==> src/rtl/clock_pkg.sv <==
// Shared types and default timing constants for the time-of-day clock controller.
package clock_pkg;

  localparam logic [1:0] MODE_RUN     = 2'd0;
  localparam logic [1:0] MODE_SET_HR  = 2'd1;
  localparam logic [1:0] MODE_SET_MIN = 2'd2;

  typedef enum logic [1:0] {
    RUN     = MODE_RUN,
    SET_HR  = MODE_SET_HR,
    SET_MIN = MODE_SET_MIN
  } mode_t;

  // Defaults assume an 8 Hz and a 1 Hz tick.
  localparam int REPEAT_DLY_DEF  = 8;   // 1 s hold before auto-repeat
  localparam int REPEAT_RATE_DEF = 2;   // 4 Hz repeat
  localparam int BLINK_HALF_DEF  = 4;   // 1 Hz blink
  localparam int TIMEOUT_DEF     = 30;  // idle seconds before leaving a set mode

  // Mode button sequence: RUN -> SET_HR -> SET_MIN -> RUN.
  function automatic mode_t next_mode(input mode_t m);
    case (m)
      RUN:     next_mode = SET_HR;
      SET_HR:  next_mode = SET_MIN;
      default: next_mode = RUN;
    endcase
  endfunction

endpackage

==> src/rtl/clock_mode_ctrl_btn_repeat.sv <==
// Rising-edge detect plus hold-to-repeat for a debounced button level.
// One pulse on press, then after REPEAT_DLY ticks held one pulse every
// REPEAT_RATE ticks. The pulse output is registered and one cycle wide.
module btn_repeat #(
  parameter int REPEAT_DLY  = 8,
  parameter int REPEAT_RATE = 2
) (
  input  logic clk,
  input  logic rst,
  input  logic btn,
  input  logic tick,
  input  logic clear,
  output logic btn_edge,
  output logic pulse
);

  localparam int CW = $clog2(REPEAT_DLY + REPEAT_RATE + 1);

  logic          prev_q, prev_d;
  logic [CW-1:0] cnt_q, cnt_d;
  logic          pulse_q, pulse_d;
  logic          held;
  logic          fire;

  assign btn_edge = btn & ~prev_q;
  // Counting only starts once the press has been seen for a full cycle.
  assign held     = btn & prev_q;
  assign pulse    = pulse_q;

  // Repeat counter: after the first repeat it loops between DLY and DLY+RATE.
  always_comb begin
    prev_d = btn;
    cnt_d  = cnt_q;
    fire   = 1'b0;
    if (clear || !btn) begin
      cnt_d = '0;
    end else if (held && tick) begin
      if (cnt_q == CW'(REPEAT_DLY + REPEAT_RATE - 1)) begin
        cnt_d = CW'(REPEAT_DLY);
        fire  = 1'b1;
      end else begin
        cnt_d = cnt_q + CW'(1);
        if (cnt_q == CW'(REPEAT_DLY - 1)) fire = 1'b1;
      end
    end
    pulse_d = ~clear & (btn_edge | fire);
  end

  // State registers.
  always_ff @(posedge clk or posedge rst) begin
    if (rst) begin
      prev_q  <= 1'b0;
      cnt_q   <= '0;
      pulse_q <= 1'b0;
    end else begin
      prev_q  <= prev_d;
      cnt_q   <= cnt_d;
      pulse_q <= pulse_d;
    end
  end

endmodule

==> src/rtl/clock_mode_ctrl.sv <==
// Mode/enable controller for the 12-hour HH:MM:SS clock chain.
// Routes the 1 Hz tick and carries in RUN, drives single-step and repeat
// increments into the selected field in the set modes, and blinks that field.
module clock_mode_ctrl
  import clock_pkg::*;
#(
  parameter int REPEAT_DLY  = REPEAT_DLY_DEF,
  parameter int REPEAT_RATE = REPEAT_RATE_DEF,
  parameter int BLINK_HALF  = BLINK_HALF_DEF,
  parameter int TIMEOUT     = TIMEOUT_DEF
) (
  input  logic       clk,
  input  logic       rst,
  input  logic       tick_1hz,
  input  logic       tick_8hz,
  input  logic       btn_mode,
  input  logic       btn_inc,
  input  logic       sec_cy,
  input  logic       min_cy,
  output logic       sec_enb,
  output logic       min_enb,
  output logic       hr_enb,
  output logic       sec_clr,
  output logic       blank_hr,
  output logic       blank_min,
  output logic [1:0] mode
);

  localparam int TW = $clog2(TIMEOUT + 1);
  localparam int BW = $clog2(BLINK_HALF + 1);

  mode_t         mode_q, mode_d;
  logic          mode_prev_q, mode_prev_d;
  logic [TW-1:0] timeout_q, timeout_d;
  logic [BW-1:0] blink_cnt_q, blink_cnt_d;
  logic          phase_q, phase_d;
  logic          sec_clr_q, sec_clr_d;

  logic mode_edge;
  logic inc_edge;
  logic inc_pulse;
  logic in_set;
  logic timeout_hit;
  logic mode_chg;
  logic rep_clear;

  assign mode_edge = btn_mode & ~mode_prev_q;
  assign in_set    = (mode_q != RUN);
  // The timeout fires on the tick that would bring the count to TIMEOUT.
  assign timeout_hit = in_set & tick_1hz & (timeout_q == TW'(TIMEOUT - 1));
  assign mode_chg  = (mode_d != mode_q);
  // Holding the repeat logic clear in RUN keeps btn_inc fully ignored there,
  // and clearing on a mode change drops an inc edge that coincides with it.
  assign rep_clear = mode_chg | ~in_set;

  btn_repeat #(
    .REPEAT_DLY  (REPEAT_DLY),
    .REPEAT_RATE (REPEAT_RATE)
  ) u_inc (
    .clk      (clk),
    .rst      (rst),
    .btn      (btn_inc),
    .tick     (tick_8hz),
    .clear    (rep_clear),
    .btn_edge (inc_edge),
    .pulse    (inc_pulse)
  );

  // Mode FSM: a timeout outranks the mode button so both land in RUN.
  always_comb begin
    mode_prev_d = btn_mode;
    mode_d      = mode_q;
    if (timeout_hit) begin
      mode_d = RUN;
    end else if (mode_edge) begin
      mode_d = next_mode(mode_q);
    end
    sec_clr_d = (mode_q == SET_MIN) && (mode_d == RUN);
  end

  // Idle timeout: restarted by any button edge or mode change.
  always_comb begin
    timeout_d = timeout_q;
    if (mode_chg || mode_edge || inc_edge) begin
      timeout_d = '0;
    end else if (in_set && tick_1hz) begin
      timeout_d = timeout_q + TW'(1);
    end
  end

  // Blink phase: toggles every BLINK_HALF 8 Hz ticks, restarts dark-free on mode change.
  always_comb begin
    blink_cnt_d = blink_cnt_q;
    phase_d     = phase_q;
    if (mode_chg) begin
      blink_cnt_d = '0;
      phase_d     = 1'b0;
    end else if (in_set && tick_8hz) begin
      if (blink_cnt_q == BW'(BLINK_HALF - 1)) begin
        blink_cnt_d = '0;
        phase_d     = ~phase_q;
      end else begin
        blink_cnt_d = blink_cnt_q + BW'(1);
      end
    end
  end

  // State registers.
  always_ff @(posedge clk or posedge rst) begin
    if (rst) begin
      mode_q      <= RUN;
      mode_prev_q <= 1'b0;
      timeout_q   <= '0;
      blink_cnt_q <= '0;
      phase_q     <= 1'b0;
      sec_clr_q   <= 1'b0;
    end else begin
      mode_q      <= mode_d;
      mode_prev_q <= mode_prev_d;
      timeout_q   <= timeout_d;
      blink_cnt_q <= blink_cnt_d;
      phase_q     <= phase_d;
      sec_clr_q   <= sec_clr_d;
    end
  end

  // Enable muxing: RUN passes the tick and carries straight through.
  always_comb begin
    sec_enb = 1'b0;
    min_enb = 1'b0;
    hr_enb  = 1'b0;
    if (!rst) begin
      case (mode_q)
        RUN: begin
          sec_enb = tick_1hz;
          min_enb = sec_cy;
          hr_enb  = min_cy;
        end
        SET_HR:  hr_enb  = inc_pulse;
        SET_MIN: min_enb = inc_pulse;
        default: ;
      endcase
    end
  end

  assign sec_clr   = sec_clr_q;
  assign blank_hr  = (mode_q == SET_HR)  & phase_q & ~btn_inc;
  assign blank_min = (mode_q == SET_MIN) & phase_q & ~btn_inc;
  assign mode      = mode_q;

endmodule
==> config.mk <==
export PLATFORM = sky130hd
export DESIGN_NAME = clock_mode_ctrl
export DESIGN_NICKNAME = d
export VERILOG_FILES = /design/src/rtl/clock_pkg.sv /design/src/rtl/clock_mode_ctrl_btn_repeat.sv /design/src/rtl/clock_mode_ctrl.sv
export SDC_FILE = /design/constraint.sdc
export NUM_CORES = 1
export LEC_CHECK = 0
export CORE_ASPECT_RATIO = 0.7
export CORE_MARGIN = 8
export CORE_UTILIZATION = 29
export CTS_CLUSTER_SIZE = 28
export DETAILED_ROUTE_END_ITERATION = 6
export HOLD_SLACK_MARGIN = 0.15
export MAX_ROUTING_LAYER = met4
export SYNTH_ARGS = -nofsm -noshare
export SYNTH_HDL_FRONTEND = slang
export SYNTH_SLANG_ARGS = --single-unit
==> constraint.sdc <==
create_clock -name clk -period 4.48 [get_ports clk]
set_clock_uncertainty 0.2 [all_clocks]
set_input_delay 0.896 -clock clk [delete_from_list [all_inputs] [get_ports clk]]
set_output_delay 0.896 -clock clk [all_outputs]
set_load 0.03 [all_outputs]
==> summary by stage, run 1 <==
Finish
The repair_antennas step left the layout with diodes totalling 0. The area added between synthesis and finish is 21.9%. After the last flow step, the layout net total stands at approximately 140. Of the cells placed in the final design, the portion with a size suffix greater than 1 is 0.116. Once layout is done, the placed cells without fillers occupy about 1300 µm². The count of filler cells inserted in the layout is 370.

Clock network
Post-CTS timing repair inserted 0 buffers for setup. Counting every sink on the clock net gives 19. Clock tree synthesis inserted a total of 3 buffers. The maximum number of buffers from clock root to sink is 2. Clock-pin slew was measured on the worst setup and hold paths at roughly 0.08 ns. The post-cts hold buffer count is 0. The clock insertion delay at the later pin of the skew report is 0.26 ns. The post-CTS resize count is 0. CTS built an H-tree with a depth of 1. The library cell used as clock root buffer is clkbuf_8. The TritonCTS clock tree is done.

Placement
Once placement finished, the instance area stood at 1240 µm². The global placer's final weighted congestion is 0.739. The port buffer count is 15. The HPWL reported at the end of detailed placement is 1780 µm.

Drt
The length of routed met3 wiring is a little under 70 µm. The number of DRC violations after detailed-routing iteration 0 is slightly below 50. After detailed routing, the total wire length is 2350 µm. The number of vias in the routed layout is 861. The highest layer touched by signal routing is met4.

The post-detailed-route via-to-cell ratio is 5.04. The detailed-router iteration count before antenna repair is 4. The met2 wire length is 1140 µm.

The number of routed nets with antenna violations is 0. The total DRC errors in the routed layout is 0. The average wire per cell in the routed design is 13.7 µm. For this block, wires on met1 add up to roughly 1100 µm.

Synthesis
The sequential-to-total area share from yosys stat is 0.451. The cell area that synthesis handed to floorplanning was 1050 µm². The number of different library cells used by synthesis comes to 35. The per-instance average area after synthesis is 10.1 µm². The flip-flop and latch count after synthesis is 19.

The largest area contributor in the netlist is dfrtp_1. The count of warnings emitted by yosys is 0. The net count of the mapped netlist is 117. The share of the synthesized area in the top cell type is 0.451. In the synthesized netlist, the number of instances is 104. By area the synthesized netlist is led by dfrtp_1, a21oi_1, ha_1, or3_2, nor4bb_1.

STA
Setup violations remaining at the end of the flow were counted as 0. The worst slew margin relative to its limit is 0.586. The number of hold violations in the final report is 0. Adding up every negative setup slack in the final design gives 0 ns.

For the pin with the worst max-slew slack, the measured transition is 0.615 ns. The count of pins over their slew limit came to 0. Of the available clock period, the critical path in the final layout requires 0.784. The time the worst path needs with I/O delays and setup is around 3.5 ns. Setup repair after global routing left no endpoint under its margin. Static timing analysis puts the maximum clock frequency at between 200 and 300 MHz.

Floorplanning
The area inside the core boundary is 3510 µm². The horizontal die dimension is between 80 and 90 µm. The vertical die dimension is 66.4 µm.

The die covers 5850 µm². The floorplan has 18 rows. The starting density of the core is 0.300. During I/O placement, the number of pins put on the boundary was 16.

Critical path
Walking the worst path, the cells encountered are clkdlybuf4s50_1 > nor4bb_1 > clkdlybuf4s50_1. Among all stages on the critical path, the largest delay is contributed by clkdlybuf4s50_1. The cell seen most often among critical-path stages is clkdlybuf4s50_1. The critical path is of the input pin to output port type. The worst setup path is captured at an output port.

At the worst endpoint, the required time is 3.38 ns. The critical path contains buffers and inverters numbering 2 combined. The startpoint type of the worst setup path is an input pin. The worst endpoint data arrival time is between 2 and 2.5 ns. The largest fanout of any net on the critical path is 5. The delay of the slowest critical-path stage is 0.73 ns. Grouping stages by cell kind, the critical path spends the most delay in buffers and inverters.

Job
The tool flagged a number of max-cap violations equal to 0.

Power
The worst-case IR drop observed on VDD is ~0.00018 V. The power consumption is 496 µW. The power density of the placed cells is 386 nW/µm². Summed over all cells, the static leakage comes to 0.000550 µW.

Global route
The first-pass GRT wire length is 4040 µm. The maximum number of pins on one net before global-route repair is 20. The number of antenna violations at the first check in global routing is 0. In the global route stage, overall resource usage came out at 0.0906. The via count of the first global-routing pass came to 856. The leftover overflow at the end of global routing is 0.

Min path
The worst min-delay path category is flop to flop.

Status
The run finished with clean final reports.
## cell usage after synthesis (all sizes together)
master and instances:
or3 6, nand4 1, o21bai 1, and4 1
a41oi 2, a2111o 1, o211ai 1, nand2 7
nand3 3, and3b 3, ha 5, a22o 1
a311oi 1, o21a 1, o211a 1, nand4b 1
a211oi 1, buf 2, o21ai 8, clkbuf 1
or3b 1, a21oi 14, inv 6, nand2b 2
and2b 1, nor3 3, dfrtp 19, or4 1
nor4bb 3, mux2i 2, and3 1, nor2 3
## final timing paths
kind	from	end	depth (start not counted)	slack [ns]
hold reg to reg	timeout_q[4]	timeout_q[4]	1	0.33
setup reg to reg	timeout_q[0]	u_inc.pulse	4	2.56
max in group asynchronous	rst	blink_cnt_q[1]	3	2.99
setup / recovery	btn_inc	blank_min	3	0.97
hold / removal	timeout_q[4]	timeout_q[4]	1	0.33
min in group asynchronous	rst	mode[1]	3	0.87
## layout make-up
class | instances | area [µm²] | share of cell area
clock inverter | 1 | 5.00 | 0.00390
inverter | 6 | 22.5 | 0.0175
clock buffer | 3 | 41.3 | 0.0322
multi-input combinational | 76 | 519 | 0.404
sequential | 19 | 475 | 0.370
tap | 50 | 62.6 | 0.0487
timing repair buffer | 16 | 158 | 0.123
## stage by stage
stage	hold slack [ns]	cells	worst slack, ns	utilization
2_1_floorplan	0.236	104	1.51	-
3_3_place_gp	0.299	167	1.02	0.352
3_5_place_dp	0.317	167	0.973	0.352
4_1_cts	0.329	171	0.958	0.365
5_1_grt	0.352	171	0.832	0.365
6_report	0.331	171	0.969	0.365
## where the power goes
| part | leakage [µW] | internal (µW) | switching [µW] |
|---|---|---|---|
| Clock | 0.0000255 | 61.9 | 60.6 |
| Combinational | 0.000269 | 65.3 | 78.5 |
| Sequential | 0.000255 | 194 | 35.3 |
## per-layer routing
layer | vias up | global-route usage
met5 | - | -
met4 | 0 | 0.0440
met3 | 4 | 0.0161
met2 | 19 | 0.142
met1 | 417 | 0.110
li1 | 421 | -
## kinds of logic after synthesis
logic type | count (synthesis) | share of synthesized area
AOI/OAI and AO/OA | 32 | 0.186
adders and majority gates | 5 | 0.0594
buffers and inverters | 9 | 0.0558
DFF | 19 | 0.451
muxes | 2 | 0.0190
and+or+nand+nor | 37 | 0.228
## registers in the layout, summed over array words and instances (netlist names)
name and count:
u_inc.prev_q 1, mode 2, blink_cnt_q 3, timeout_q 5, mode_prev_q 1, u_inc.cnt_q 4, phase_q 1, sec_clr 1
u_inc.pulse 1
## placed cells by master (no fill, tap or decap)
cell | Yosys | routed
dfrtp_1 | 19 | 19
clkdlybuf4s50_1 | 0 | 15
a21oi_1 | 14 | 14
nand2_1 | 7 | 7
o21ai_0 | 6 | 6
inv_1 | 6 | 6
or3_2 | 5 | 5
ha_1 | 5 | 5
nand3_1 | 3 | 3
nor2_1 | 3 | 3
nor4bb_1 | 3 | 3
nor3_1 | 3 | 3
clkbuf_8 | 1 | 3
o21ai_1 | 2 | 2
nand2b_1 | 2 | 2
a41oi_1 | 2 | 2
and3b_2 | 2 | 2
mux2i_1 | 2 | 2
and4_4 | 1 | 1
and2b_2 | 1 | 1
a2111o_1 | 1 | 1
or3_1 | 1 | 1
nand4_1 | 1 | 1
o211ai_1 | 1 | 1
o21a_1 | 1 | 1
a211oi_1 | 1 | 1
or3b_1 | 1 | 1
nand4b_1 | 1 | 1
a22o_1 | 1 | 1
o21bai_1 | 1 | 1
and3_1 | 1 | 1
and3b_1 | 1 | 1
o211a_1 | 1 | 1
a311oi_1 | 1 | 1
or4_1 | 1 | 1
clkinv_2 | 0 | 1
buf_4 | 0 | 1
No activity file was read; power rests on OpenSTA's default activity.
==> inputs of run 2 (changes only) <==
==> constraint.sdc (replaced) <==
create_clock -name clk -period 3.6 [get_ports clk]
set_clock_uncertainty 0.2 [all_clocks]
set_input_delay 0.72 -clock clk [delete_from_list [all_inputs] [get_ports clk]]
set_output_delay 0.72 -clock clk [all_outputs]
set_load 0.03 [all_outputs]
==> results of run 2 <==
The final DEF is identical to that of run 1. Status: finished clean.
Among the figures that moved: setup slack after placement 0.973 ns -> 0.445 ns; setup slack after layout 0.969 ns -> 0.441 ns; register-to-register setup slack 2.56 ns -> 1.68 ns; total power 496 µW -> 617 µW; worst IR drop on VDD 0.000176 V -> 0.000219 V
